==> src/rtl/ctrl_decode_stage_if.sv <==
// ctrl_decode_stage_if: fetch-side and execute-side bundle signals of the decode stage.
interface ctrl_decode_stage_if #(
   parameter int LANES = 1,
   parameter int CNT_W = 16
);
   logic                  in_valid;
   logic                  in_ready;
   logic [32*LANES-1:0]   instr;
   logic                  flush;
   logic                  out_valid;
   logic                  out_ready;
   logic [LANES-1:0]      lane_valid;
   logic [16*LANES-1:0]   ctrl;
   logic [CNT_W-1:0]      illegal_count;
   modport master (
      output in_valid, instr, flush, out_ready,
      input  in_ready, out_valid, lane_valid, ctrl, illegal_count
   );
   modport slave (
      input  in_valid, instr, flush, out_ready,
      output in_ready, out_valid, lane_valid, ctrl, illegal_count
   );
endinterface

==> src/rtl/ctrl_decode_stage.sv <==
// ctrl_decode_stage: registered multi-lane RV32I control decoder with skid entry and illegal-lane kill.
// Define ZICSR_EN to accept Zicsr instructions (opcode 1110011, funct3 != 000/100).
module ctrl_decode_stage #(
   parameter int LANES = 1,
   parameter int CNT_W = 16
) (
   input logic               clk,
   input logic               reset,
   ctrl_decode_stage_if.slave bus
);
   // Word layout: illegal,RegWrite,ImmSrc[3],ALUSrc,MemWrite,ResultSrc[2],Branch,ALUOp[2],Jump,SrcAsrc,jumpReg,csr
   function automatic logic [15:0] dec(input logic [31:0] i);
      logic [6:0] op;
      logic [2:0] f3;
      logic [6:0] f7;
      op  = i[6:0];
      f3  = i[14:12];
      f7  = i[31:25];
      dec = 16'h8000;
      case (op)
         7'b0000011: if (f3 inside {3'b000, 3'b001, 3'b010, 3'b100, 3'b101}) dec = 16'b0_1_000_1_0_01_0_00_0_0_1_0;
         7'b0100011: if (f3 inside {3'b000, 3'b001, 3'b010}) dec = 16'b0_0_001_1_1_00_0_00_0_0_1_0;
         7'b0110011: if (f7 == 7'h00 || (f7 == 7'h20 && (f3 == 3'b000 || f3 == 3'b101)))
            dec = 16'b0_1_000_0_0_00_0_10_0_0_1_0;
         7'b0010011: if (f3 == 3'b001 ? f7 == 7'h00 : f3 == 3'b101 ? (f7 == 7'h00 || f7 == 7'h20) : 1'b1)
            dec = 16'b0_1_000_1_0_00_0_10_0_0_1_0;
         7'b1100011: if (f3 != 3'b010 && f3 != 3'b011) dec = 16'b0_0_010_0_0_00_1_01_0_0_1_0;
         7'b0110111: dec = 16'b0_1_100_1_0_11_0_00_0_0_1_0;
         7'b0010111: dec = 16'b0_1_100_1_0_00_0_00_0_1_1_0;
         7'b1101111: dec = 16'b0_1_011_0_0_10_0_00_1_1_1_0;
         7'b1100111: if (f3 == 3'b000) dec = 16'b0_1_000_0_0_10_0_00_1_0_0_0;
`ifdef ZICSR_EN
         7'b1110011: if (f3 != 3'b000 && f3 != 3'b100) dec = 16'b0_1_000_0_0_00_0_00_0_0_1_1;
`endif
         default: dec = 16'h8000;
      endcase
   endfunction

   logic [LANES-1:0]    new_lv;
   logic [16*LANES-1:0] new_ctrl;
   logic                new_ill;

   // Lanes after the oldest illegal one are killed; the illegal lane itself stays live.
   always_comb begin
      new_ill  = 1'b0;
      new_lv   = '0;
      new_ctrl = '0;
      for (int l = 0; l < LANES; l++) begin
         if (!new_ill) begin
            new_lv[l]            = 1'b1;
            new_ctrl[16*l +: 16] = dec(bus.instr[32*l +: 32]);
            new_ill              = new_ctrl[16*l+15];
         end
      end
   end

   logic                out_v_q, out_v_d;
   logic [LANES-1:0]    out_lv_q, out_lv_d;
   logic [16*LANES-1:0] out_ctrl_q, out_ctrl_d;
   logic                skid_v_q, skid_v_d;
   logic [LANES-1:0]    skid_lv_q, skid_lv_d;
   logic [16*LANES-1:0] skid_ctrl_q, skid_ctrl_d;
   logic [CNT_W-1:0]    cnt_q, cnt_d;
   logic                acc, take;

   assign acc  = bus.in_valid && !skid_v_q;
   assign take = !out_v_q || bus.out_ready;

   // Skid entry is only ever filled while it is empty, so skid refill and accept never collide.
   always_comb begin
      out_v_d     = out_v_q;
      out_lv_d    = out_lv_q;
      out_ctrl_d  = out_ctrl_q;
      skid_v_d    = skid_v_q;
      skid_lv_d   = skid_lv_q;
      skid_ctrl_d = skid_ctrl_q;
      if (bus.flush) begin
         out_v_d  = 1'b0;
         skid_v_d = 1'b0;
      end else if (take) begin
         out_v_d    = skid_v_q || acc;
         out_lv_d   = skid_v_q ? skid_lv_q : new_lv;
         out_ctrl_d = skid_v_q ? skid_ctrl_q : new_ctrl;
         skid_v_d   = 1'b0;
      end else if (acc) begin
         skid_v_d    = 1'b1;
         skid_lv_d   = new_lv;
         skid_ctrl_d = new_ctrl;
      end
      cnt_d = (acc && !bus.flush && new_ill && cnt_q != '1) ? cnt_q + CNT_W'(1) : cnt_q;
   end

   always_ff @(posedge clk) begin
      if (reset) begin
         out_v_q     <= 1'b0;
         out_lv_q    <= '0;
         out_ctrl_q  <= '0;
         skid_v_q    <= 1'b0;
         skid_lv_q   <= '0;
         skid_ctrl_q <= '0;
         cnt_q       <= '0;
      end else begin
         out_v_q     <= out_v_d;
         out_lv_q    <= out_lv_d;
         out_ctrl_q  <= out_ctrl_d;
         skid_v_q    <= skid_v_d;
         skid_lv_q   <= skid_lv_d;
         skid_ctrl_q <= skid_ctrl_d;
         cnt_q       <= cnt_d;
      end
   end

   assign bus.in_ready      = !skid_v_q;
   assign bus.out_valid     = out_v_q;
   assign bus.lane_valid    = out_v_q ? out_lv_q : '0;
   assign bus.ctrl          = out_v_q ? out_ctrl_q : '0;
   assign bus.illegal_count = cnt_q;
endmodule

==> src/flat_wrapper.sv <==
// flat-port wrapper written by rule: the top's interface ports become plain ports
module ctrl_decode_stage_flat 
#(
   parameter int LANES = 1,
   parameter int CNT_W = 16
)
  (clk, reset, bus_in_valid, bus_instr, bus_flush, bus_out_ready, bus_in_ready, bus_out_valid, bus_lane_valid, bus_ctrl, bus_illegal_count);
  ctrl_decode_stage_if #(.LANES(LANES), .CNT_W(CNT_W)) bus_i ();
  input logic clk;
  input logic reset;
  input wire logic [$bits(bus_i.in_valid)-1:0] bus_in_valid;
  input wire logic [$bits(bus_i.instr)-1:0] bus_instr;
  input wire logic [$bits(bus_i.flush)-1:0] bus_flush;
  input wire logic [$bits(bus_i.out_ready)-1:0] bus_out_ready;
  output wire logic [$bits(bus_i.in_ready)-1:0] bus_in_ready;
  output wire logic [$bits(bus_i.out_valid)-1:0] bus_out_valid;
  output wire logic [$bits(bus_i.lane_valid)-1:0] bus_lane_valid;
  output wire logic [$bits(bus_i.ctrl)-1:0] bus_ctrl;
  output wire logic [$bits(bus_i.illegal_count)-1:0] bus_illegal_count;
  assign bus_i.in_valid = bus_in_valid;
  assign bus_i.instr = bus_instr;
  assign bus_i.flush = bus_flush;
  assign bus_i.out_ready = bus_out_ready;
  assign bus_in_ready = bus_i.in_ready;
  assign bus_out_valid = bus_i.out_valid;
  assign bus_lane_valid = bus_i.lane_valid;
  assign bus_ctrl = bus_i.ctrl;
  assign bus_illegal_count = bus_i.illegal_count;
  ctrl_decode_stage #(.LANES(LANES), .CNT_W(CNT_W)) u_core (.clk(clk), .reset(reset), .bus(bus_i));
endmodule
==> config.mk <==
export PLATFORM = sky130hd
export DESIGN_NAME = ctrl_decode_stage_flat
export DESIGN_NICKNAME = d
export VERILOG_FILES = /design/src/rtl/ctrl_decode_stage_if.sv /design/src/rtl/ctrl_decode_stage.sv /design/src/flat_wrapper.sv
export SDC_FILE = /design/constraint.sdc
export NUM_CORES = 1
export LEC_CHECK = 0
export CAP_MARGIN = 5
export CORE_ASPECT_RATIO = 1.4
export CORE_MARGIN = 3
export CORE_UTILIZATION = 45
export DETAILED_ROUTE_END_ITERATION = 10
export PLACE_DENSITY = 0.8
export SETUP_SLACK_MARGIN = 0.1
export SYNTH_ARGS = -nofsm -noshare
export SYNTH_HDL_FRONTEND = slang
export SYNTH_SLANG_ARGS = --single-unit
==> constraint.sdc <==
create_clock -name clk -period 3.4 [get_ports clk]
set_input_delay 0.85 -clock clk [delete_from_list [all_inputs] [get_ports clk]]
set_output_delay 0.85 -clock clk [all_outputs]
set_load 0.05 [all_outputs]
==> results of run 1 <==
## worst register-to-register path: stages (launching register included)
cell and delay (ns):
dfxtp_1 0.33, buf_4 0.20, nor3b_1 0.31, and2_1 0.23, nand2_1 0.13, nor3_1 0.28, o2111a_1 0.27, mux2_4 0.30
## where the power goes
part	leakage, nW	internal [mW]	switching, mW
combinational	0.676	0.0564	0.0749
sequential	0.389	0.571	0.00668
clock	0.0687	0.296	0.210
## worst paths after layout
path	from	end	depth (start not counted)
setup / recovery	bus_instr[2]	u_core.bus.illegal_count[6]$_SDFFE_PP0P_	7
hold / removal	u_core.out_ctrl_q[8]$_SDFFE_PP0P_	u_core.out_ctrl_q[8]$_SDFFE_PP0P_	2
setup reg to reg	u_core.skid_v_q$_SDFFE_PP0P_	u_core.bus.illegal_count[10]$_SDFFE_PP0P_	7
hold reg to reg	u_core.out_ctrl_q[8]$_SDFFE_PP0P_	u_core.out_ctrl_q[8]$_SDFFE_PP0P_	2
## through the flow
stage,setup WS (ns),power (mW)
after floorplan,0.8393,0.6708
after CTS,0.4455,1.221
after global placement,0.1542,0.7190
after global routing,0.3356,1.251
final,0.4264,1.216
after detailed placement,0.1158,0.7223
## layout make-up
cell class	count	area share, %
Multi-Input combinational cell	258	45.82
Sequential cell	48	28.66
Timing Repair Buffer	64	18.43
Tap cell	68	2.537
Clock buffer	5	2.052
Clock inverter	3	2.052
Inverter	4	0.4478
## cell usage after synthesis, types with 7 or more instances
library cell / number
nor2_1: 32
a21oi_1: 29
o21ai_0: 10
nor2b_1: 7
nor3_1: 11
clkbuf_1: 13
a211oi_1: 8
dfxtp_1: 48
nand2_1: 42
nand3_1: 9
or4_1: 7
and2_1: 19
## sequential cells by signal (all words and copies together) (netlist names)
name / flops
u_core.out_ctrl_q: 14
u_core.skid_lv_q: 1
u_core.out_lv_q: 1
u_core.bus.out_valid: 1
u_core.skid_v_q: 1
u_core.bus.illegal_count: 16
u_core.skid_ctrl_q: 14
## per-layer routing
layer / routed length (um) / track usage [%] / part of all wire, %
met2: 3330 / 31.74 / 53
met4: 166 / 8.249 / 2.6
met5: 0 / 0 / 0
met3: 223 / 2.703 / 3.5
met1: 2592 / 22.16 / 41
## cell families after synthesis
kind of cell	share of synthesized area [%]
adders and majority gates	0.4736
other	0.1420
DFF	36.38
and+or+nand+nor	33.73
xor gates and xnor gates	0.3317
muxes	2.748
buffers and inverters	5.447
AOI/OAI and AO/OA	20.75
==> run summary, run 1 <==
MaxCap Viol Count = 0
mean area per synthesized cell = 7.956 um2
Post-DP HPWL = 4625 um
core area = 0.005605 mm2
Final TNS setup = 0 ns
WL/cell = 14.03 um
Top Ports = 72
Yosys top cell by area = dfxtp_1
CP endpoint kind = flop
top_reg_cell synth = dfxtp_1
most common cell after layout, fill and taps aside = clkdlybuf4s50_1
DR vias/cell = 5.724
Die Span Y = 96.65 um
global route overflow = 0
status = finished, final reports clean
Placed Cells = 442
Crit Path Max Fanout = 22
routed via count = 2576
fraction of registers with async set/reset = 0%
area of the multi-input gates = 0.001536 mm2
post-layout minimum cycle time = 2.974 ns
Top Family by Delay on Critical Path = compound AO/OA/AOI/OAI gates
post-cts hold buffer count = 0
final instance area = 0.003353 mm2
post-route ant nets = 0
vias in the first global route = 2339
gpl congestion = 0.8669
Final setup violation count = 0
Worst EP arrival = 3.18 ns
slew margin rel. = 45.78%
WP data required = 3.61 ns
Post-Syn Area = 0.002641 mm2
Synth area leaders = dfxtp_1 (36%), nand2_1 (6.0%), a21oi_1 (5.5%)
DR DRC count = 0
synthesis-stage register bit count = 48
critical path type = primary input to flop
most frequent cells in the layout = clkdlybuf4s50_1 (55), dfxtp_1 (48), nand2_1 (42)
synth unique cells = 63
Resize count post-CTS = 0
Slowest Stage Delay on Critical Path = 0.56 ns
syn nets = 370
clock root cell = clkbuf_8
Reg2Reg Setup Slack = 1.25 ns
Initial DRC Count = 141
Total GRT Usage = 18.41%
CTS tree = done
Horiz. Die Dim = 70.75 um
Min Hold Slack = 0.4510 ns
TritonCTS buffer count = 5
Layout Skew = 0.01042 ns
fraction of the cycle the final worst path needs = 87.46%
number of antenna violations at the first check in global routing = 0
Tightest Pin Transition = 0.8107 ns
first-pass GRT wire length = 10600 um
largest net degree at the start of global routing = 24
critical-path cell list = clkdlybuf4s50_1 -> nor2b_4 -> o32a_1 -> a2111oi_2 -> o21a_4 -> nor3_2 -> mux2_4
final hold viol count = 0
n_diodes = 0
unrepaired setup endpoints after global routing = no
final std cells w/o fill = 450
layout cells sized above 1 = 7.853%
Initial Util = 47.12%
Area growth syn-to-layout = 26.95%
Util after Layout = 59.82%
share of the yosys chip area belonging to registers = 36.38%
max-slew violation count = 0
clk_lat worst skew = 0.31 ns
CP max-delay cell = clkdlybuf4s50_1
Synth top area share = 36.38%
Yosys Warn Count = 0
clk buf depth = 2
Total Routed Length = 6312 um
DP Area = 0.003216 mm2
first drt pass iteration count = 4
Post-CTS Setup Inserts = 0
IO Port Bufs = 55
Startpoint Class = primary input
Post-synth EDFFs = 0
Hold WC Path Type = flop to flop
CTS clk-pin slew, worst paths = 0.10 ns
Die Area = 0.006838 mm2
Filler Cells Inserted = 551
fin nets = 419
PD cells = 362.5 mW/mm2
FF+latch area = 960.9 um2
Sink Count = 48
Buf/Inv on CP = 1
leak pwr = 1.133 nW
CTS H-tree depth = 2
maximum vdd drop = 0.2359 mV
f_max = 336.3 MHz
row cnt = 32
cell count after synthesis = 332
No activity file was read; power rests on OpenSTA's default activity.
==> inputs of run 2 (changes only) <==
CORE_UTILIZATION = 52   (was 45)
PLACE_DENSITY = 0.89   (was 0.8)
SLEW_MARGIN = 25   (was not set)
==> run 2 against run 1 <==
Via count rose by 0.39%; worst hold slack improved by 0.00065 ns; die area fell by 13%; largest power group unchanged; total power fell by 5.6%; largest cell class unchanged; first-iteration DRC count fell by 21%; cell count fell by 0.44%; combinational power barely moved; clock power fell by 14%.
==> run summary, run 2 (synthesized netlist as in run 1, its figures left out) <==
status = finished, final reports clean
Buf/Inv on CP = 1 (unchanged)
Placed Cells = 440 (-0.45%)
critical path type = primary input to flop
Top Ports = 72 (unchanged)
fraction of the cycle the final worst path needs = 85.27% (-2.2 points)
first-pass GRT wire length = 10630 um (+0.26%)
leak pwr = 1.136 nW (+0.23%)
clk buf depth = 2 (unchanged)
Die Area = 0.005983 mm2 (-13%)
Slowest Stage Delay on Critical Path = 0.60 ns (+0.04 ns)
Post-DP HPWL = 4626 um (about the same)
fin nets = 421 (+0.48%)
DR DRC count = 0 (unchanged)
IO Port Bufs = 55 (unchanged)
slew margin rel. = 41.05% (-4.7 points)
critical-path cell list = clkdlybuf4s50_1 -> nor2b_4 -> o32a_1 -> a2111oi_2 -> o21a_4 -> nor3_2 -> mux2_4
max-slew violation count = 0 (unchanged)
Util after Layout = 68.59% (+8.8 points)
global route overflow = 0 (unchanged)
final hold viol count = 0 (unchanged)
setup ws final = 0.5009 ns (+0.07449 ns)
PD cells = 342.7 mW/mm2 (-5.5%)
n_diodes = 0 (unchanged)
clk_lat worst skew = 0.30 ns (about the same)
Die Span Y = 90.33 um (-6.5%)
Crit Path Max Fanout = 25 (+14%)
critical path depth = 7 (unchanged)
CP startpoint = bus_instr[4]
Horiz. Die Dim = 66.24 um (-6.4%)
post-cts hold buffer count = 0 (unchanged)
RR Endpoint = u_core.bus.illegal_count[10]$_SDFFE_PP0P_
TritonCTS buffer count = 5 (unchanged)
post-route ant nets = 0 (unchanged)
CTS clk-pin slew, worst paths = 0.09 ns (about the same)
Resize count post-CTS = 0 (unchanged)
Worst EP arrival = 3.09 ns (-0.09 ns)
Post-CTS Setup Inserts = 0 (unchanged)
Tightest Pin Transition = 0.8815 ns (+0.07081 ns)
CP endpoint kind = flop
vias in the first global route = 2362 (+0.98%)
Total GRT Usage = 21.51% (+3.1 points)
most common cell after layout, fill and taps aside = clkdlybuf4s50_1
DR vias/cell = 5.772 (+0.84%)
MaxCap Viol Count = 0 (unchanged)
first drt pass iteration count = 4 (unchanged)
Min Hold Slack = 0.4517 ns (+0.0006490 ns)
number of antenna violations at the first check in global routing = 0 (unchanged)
unrepaired setup endpoints after global routing = no
most frequent cells in the layout = clkdlybuf4s50_1 (55), dfxtp_1 (48), nand2_1 (42)
Sink Count = 48 (unchanged)
Initial Util = 54.13% (+7.0 points)
row cnt = 30 (-6.3%)
Total Routed Length = 6144 um (-2.7%)
pre-CTS worst setup slack = 0.1676 ns (+0.05180 ns)
Area growth syn-to-layout = 26.72%
Critical Path Sink = u_core.bus.illegal_count[6]$_SDFFE_PP0P_
core area = 0.004880 mm2 (-13%)
clock root cell = clkbuf_8
Reg2Reg Depth = 7 (unchanged)
final std cells w/o fill = 448 (-0.44%)
CTS tree = done
routed via count = 2586 (+0.39%)
origin of the critical flop-to-flop path = u_core.skid_v_q$_SDFFE_PP0P_
WL/cell = 13.71 um (-2.2%)
Final setup violation count = 0 (unchanged)
CTS H-tree depth = 2 (unchanged)
Top Family by Delay on Critical Path = compound AO/OA/AOI/OAI gates
Largest register FFs = 16 (unchanged)
Hold WC Path Type = flop to flop
Reg2Reg Setup Slack = 1.19 ns (-0.06 ns)
Initial DRC Count = 112 (-21%)
WP data required = 3.60 ns (about the same)
CP max-delay cell = clkdlybuf4s50_1
maximum vdd drop = 0.2846 mV (+21%)
Layout Skew = 0.005375 ns (-0.005042 ns)
Filler Cells Inserted = 418 (-24%)
largest net degree at the start of global routing = 26 (+8.3%)
Startpoint Class = primary input
Final TNS setup = 0 ns (unchanged)
layout cells sized above 1 = 8.333% (+0.48 points)
post-layout minimum cycle time = 2.899 ns (-0.07449 ns)
f_max = 344.9 MHz (+2.6%)
gpl congestion = 0.8144 (-6.1%)
-- run 2: cell types whose count changed in the layout (fill, tap and decap cells not counted) --
cell,delta
buf_4,+2
inv_6,-1
clkinv_4,+1
bufinv_16,-1
clkbuf_8,+1
-- run 2: layout make-up --
type                            instances  area [um2]  area share (%)
Multi-Input combinational cell        258        1536           45.91
Clock inverter                          2       38.79           1.159
Tap cell                               64       80.08           2.393
Sequential cell                        48       960.9           28.71
Timing Repair Buffer                   66       633.1           18.92
Inverter                                4       15.01          0.4486
Clock buffer                            6       82.58           2.467
-- run 2: how the worst min path moves through the flow --
stage	start	end	depth (start not counted)	slack, ns
3_3_place_gp	u_core.out_lv_q$_SDFFE_PP0P_	u_core.out_lv_q$_SDFFE_PP0P_	2	0.43
5_1_grt	u_core.out_ctrl_q[11]$_SDFFE_PP0P_	u_core.out_ctrl_q[11]$_SDFFE_PP0P_	2	0.48
2_1_floorplan	u_core.out_ctrl_q[7]$_SDFFE_PP0P_	u_core.out_ctrl_q[7]$_SDFFE_PP0P_	2	0.43
3_5_place_dp	u_core.out_ctrl_q[2]$_SDFFE_PP0P_	u_core.out_ctrl_q[2]$_SDFFE_PP0P_	2	0.44
4_1_cts	u_core.out_ctrl_q[11]$_SDFFE_PP0P_	u_core.out_ctrl_q[11]$_SDFFE_PP0P_	2	0.45
6_report	u_core.out_ctrl_q[2]$_SDFFE_PP0P_	u_core.out_ctrl_q[2]$_SDFFE_PP0P_	2	0.45
-- run 2: metal layers --
metal  wire length [um]  vias up  global-route usage (%)
met5                  0        -                       0
met4                107        0                   5.932
met3                228        9                   3.362
met2               3290       74                   37.61
met1               2519     1199                   26.67
li1                   -     1304                       -
-- run 2: power breakdown --
group          switching (mW)  leakage (nW)  total (mW)  internal [mW]
registers             0.00699         0.389       0.578          0.571
clock network           0.196        0.0614       0.436          0.241
logic                  0.0746         0.686       0.132         0.0578
total                   0.277          1.14        1.15          0.870
-- run 2: worst reg2reg max path: stages, from the launching register on --
cell and delay (ns):
dfxtp_1 0.33, buf_4 0.20, nor3b_1 0.33, and2_1 0.24, nand2_1 0.13, nor3_1 0.30
o2111a_1 0.28, mux2_4 0.30
-- run 2: metrics by stage --
stage	instance area, um2	power [mW]
after floorplan	2641	0.6708
after detailed placement	3226	0.7235
final	3347	1.147
after global routing	3347	1.187
after CTS	3347	1.150
after global placement	3226	0.7194
==> inputs of run 3 (changes only) <==
CORE_UTILIZATION = 55   (was 52)
DONT_BUFFER_PORTS = 1   (was not set)
PLACE_DENSITY = 0.74   (was 0.89)
==> run 3 against run 2 <==
Sequential share of layout area up 6.1 points; worst hold slack lost 0.0065 ns; flip-flop and latch count is the same; first-iteration DRC count up 8.0%; total power increased by 0.33%; combinational power decreased by 48%; cell count down 14%; fmax grew 10%; sequential power is 1% higher; global-route usage increased by 0.83 points; largest cell class unchanged; non-clock buffer count is 62 lower; critical endpoint is now bus_ctrl[1].
==> run summary, run 3 (synthesized netlist as in run 1, its figures left out) <==
CTS clk-pin slew, worst paths = 0.10 ns (about the same)
Sw Share = 22.28% (-1.9 points)
clock root cell = clkbuf_8
hold depth = 2 (unchanged)
core area = 0.004572 mm2 (-6.3%)
WL/cell = 15.49 um (+13%)
DR DRC count = 0 (unchanged)
clk_lat worst skew = 0.30 ns (about the same)
Slowest Stage Delay on Critical Path = 0.91 ns (+0.31 ns)
Crit Path Max Fanout = 18 (-28%)
routed via count = 2314 (-11%)
unrepaired setup endpoints after global routing = no
Top Family by Delay on Critical Path = flip-flops
fraction of the cycle the final worst path needs = 77.38% (-7.9 points)
register share of total power = 50.8% (+0.4 points)
first drt pass iteration count = 4 (unchanged)
Total GRT Usage = 22.34% (+0.83 points)
first-pass GRT wire length = 10210 um (-3.9%)
pre-CTS worst setup slack = 0.6692 ns (+0.5016 ns)
Post-CTS Setup Inserts = 0 (unchanged)
Hold WC Path Type = flop to flop
Top Ports = 72 (unchanged)
largest net degree at the start of global routing = 54 (+110%)
Util after Layout = 60.32% (-8.3 points)
Tightest Pin Transition = 0.8855 ns (+0.003925 ns)
row cnt = 29 (-3.3%)
MaxCap Viol Count = 0 (unchanged)
Logic pwr share = 6.0% (-5.5 points)
Buf/Inv on CP = 0 (-1)
Post-DP HPWL = 4207 um (-9.1%)
max-slew violation count = 0 (unchanged)
critical path type = flop to primary output
fin nets = 359 (-15%)
final hold viol count = 0 (unchanged)
Int Pwr = 0.8944 mW (+2.8%)
CP endpoint kind = primary output
DR vias/cell = 6.026 (+4.4%)
Area growth syn-to-layout = 4.405%
Resize count post-CTS = 0 (unchanged)
Final TNS setup = 0 ns (unchanged)
post-cts hold buffer count = 0 (unchanged)
PD cells = 417.3 mW/mm2 (+22%)
Worst EP arrival = 1.78 ns (-1.31 ns)
layout cells sized above 1 = 7.764% (-0.57 points)
slew margin rel. = 40.89% (-0.16 points)
Reg2Reg Depth = 6 (-1)
RR Endpoint = u_core.bus.illegal_count[9]$_SDFFE_PP0P_
vias in the first global route = 2202 (-6.8%)
Total Routed Length = 5950 um (-3.2%)
leak pwr = 0.9111 nW (-20%)
IO Port Bufs = 0 (-100%)
most common cell after layout, fill and taps aside = dfxtp_1
origin of the critical flop-to-flop path = u_core.bus.illegal_count[3]$_SDFFE_PP0P_
global route overflow = 0 (unchanged)
Initial Util = 57.77% (+3.6 points)
setup ws final = 0.7691 ns (+0.2682 ns)
maximum vdd drop = 0.2541 mV (-11%)
clk buf depth = 2 (unchanged)
Startpoint Class = flop
CTS H-tree depth = 2 (unchanged)
Layout Skew = 0.007884 ns (+0.002509 ns)
Initial DRC Count = 121 (+8.0%)
gpl congestion = 0.8584 (+5.4%)
f_max = 380.1 MHz (+10%)
Largest register FFs = 16 (unchanged)
Final setup violation count = 0 (unchanged)
post-route ant nets = 0 (unchanged)
WP data required = 2.55 ns (-1.05 ns)
CP max-delay cell = dfxtp_1
n_diodes = 0 (unchanged)
Horiz. Die Dim = 64.57 um (-2.5%)
TritonCTS buffer count = 5 (unchanged)
CTS tree = done
most frequent cells in the layout = dfxtp_1 (48), nand2_1 (42), nor2_1 (32)
WHS Endpoint = u_core.out_ctrl_q[7]$_SDFFE_PP0P_
clock power share = 43.2% (+5.2 points)
post-layout minimum cycle time = 2.631 ns (-0.2682 ns)
critical-path cell list = and2_1
sw power = 0.2565 mW (-7.5%)
Sink Count = 48 (unchanged)
status = finished, final reports clean
Min Hold Slack = 0.4451 ns (-0.006520 ns)
number of antenna violations at the first check in global routing = 0 (unchanged)
Reg2Reg Setup Slack = 0.81 ns (-0.38 ns)
Die Area = 0.005682 mm2 (-5.0%)
Die Span Y = 88.00 um (-2.6%)
HP Start = u_core.out_ctrl_q[7]$_SDFFE_PP0P_
[run 3: changes by cell type in the layout (fill, tap and decap cells not counted)]
cell and change:
clkdlybuf4s50_1 -55, buf_4 -7, clkbuf_8 -1, inv_6 +1, bufinv_16 +1, clkinv_4 -1
[run 3: layout make-up]
cell class | instances | area [um2]
clock buffers | 5 | 68.82
clock inverters | 3 | 68.82
fillers | 467 | 1814
inverters | 4 | 15.01
multi-input cells | 258 | 1536
flip-flops and latches | 48 | 960.9
well taps | 62 | 77.57
repair buffers | 4 | 30.03
[run 3: metrics by stage]
stage | power [mW] | instances | area [um2]
6_report | 1.151 | 384 | 2758
5_1_grt | 1.193 | 384 | 2758
4_1_cts | 1.158 | 384 | 2758
3_5_place_dp | 0.6675 | 376 | 2620
3_3_place_gp | 0.6660 | 376 | 2620
2_1_floorplan | 0.6708 | 332 | 2641
[run 3: power groups by stage]
| stage | combinational (mW) | clock, mW | sequential, mW |
|---|---|---|---|
| floorplan | 0.0759 | 0 | 0.595 |
| global placement | 0.0684 | 0 | 0.598 |
| detailed placement | 0.0695 | 0 | 0.598 |
| CTS | 0.0697 | 0.503 | 0.585 |
| global route | 0.0769 | 0.530 | 0.587 |
| finish | 0.0690 | 0.497 | 0.584 |
[run 3: how the worst max path moves through the flow]
stage | cells past startpoint | startpoint | to | slack [ns]
floorplan | 8 | bus_instr[2] | u_core.bus.illegal_count[6]$_SDFFE_PP0P_ | 0.84
global placement | 5 | bus_flush | u_core.bus.illegal_count[13]$_SDFFE_PP0P_ | 0.72
detailed placement | 5 | bus_flush | u_core.bus.illegal_count[13]$_SDFFE_PP0P_ | 0.67
CTS | 1 | u_core.bus.out_valid$_SDFFE_PP0N_ | bus_ctrl[1] | 0.73
global route | 6 | u_core.bus.illegal_count[4]$_SDFFE_PP0P_ | u_core.bus.illegal_count[15]$_SDFFE_PP0P_ | 0.60
finish | 1 | u_core.bus.out_valid$_SDFFE_PP0N_ | bus_ctrl[1] | 0.77
[run 3: layer usage]
layer | vias to the layer above | wire (um) | track usage, %
met2 | 55 | 3107 | 40.13
met4 | 0 | 121 | 9.231
met3 | 10 | 294 | 5.135
li1 | 1182 | - | -
met1 | 1067 | 2426 | 25.34
met5 | - | 0 | 0
[run 3: worst register-to-register path: stages (launching register included)]
cell and delay, ns:
dfxtp_1 0.77, and4_1 0.35, nand3_1 0.17, or3_1 0.50, nand4_1 0.41, or4_1 0.21, a21oi_1 0.07
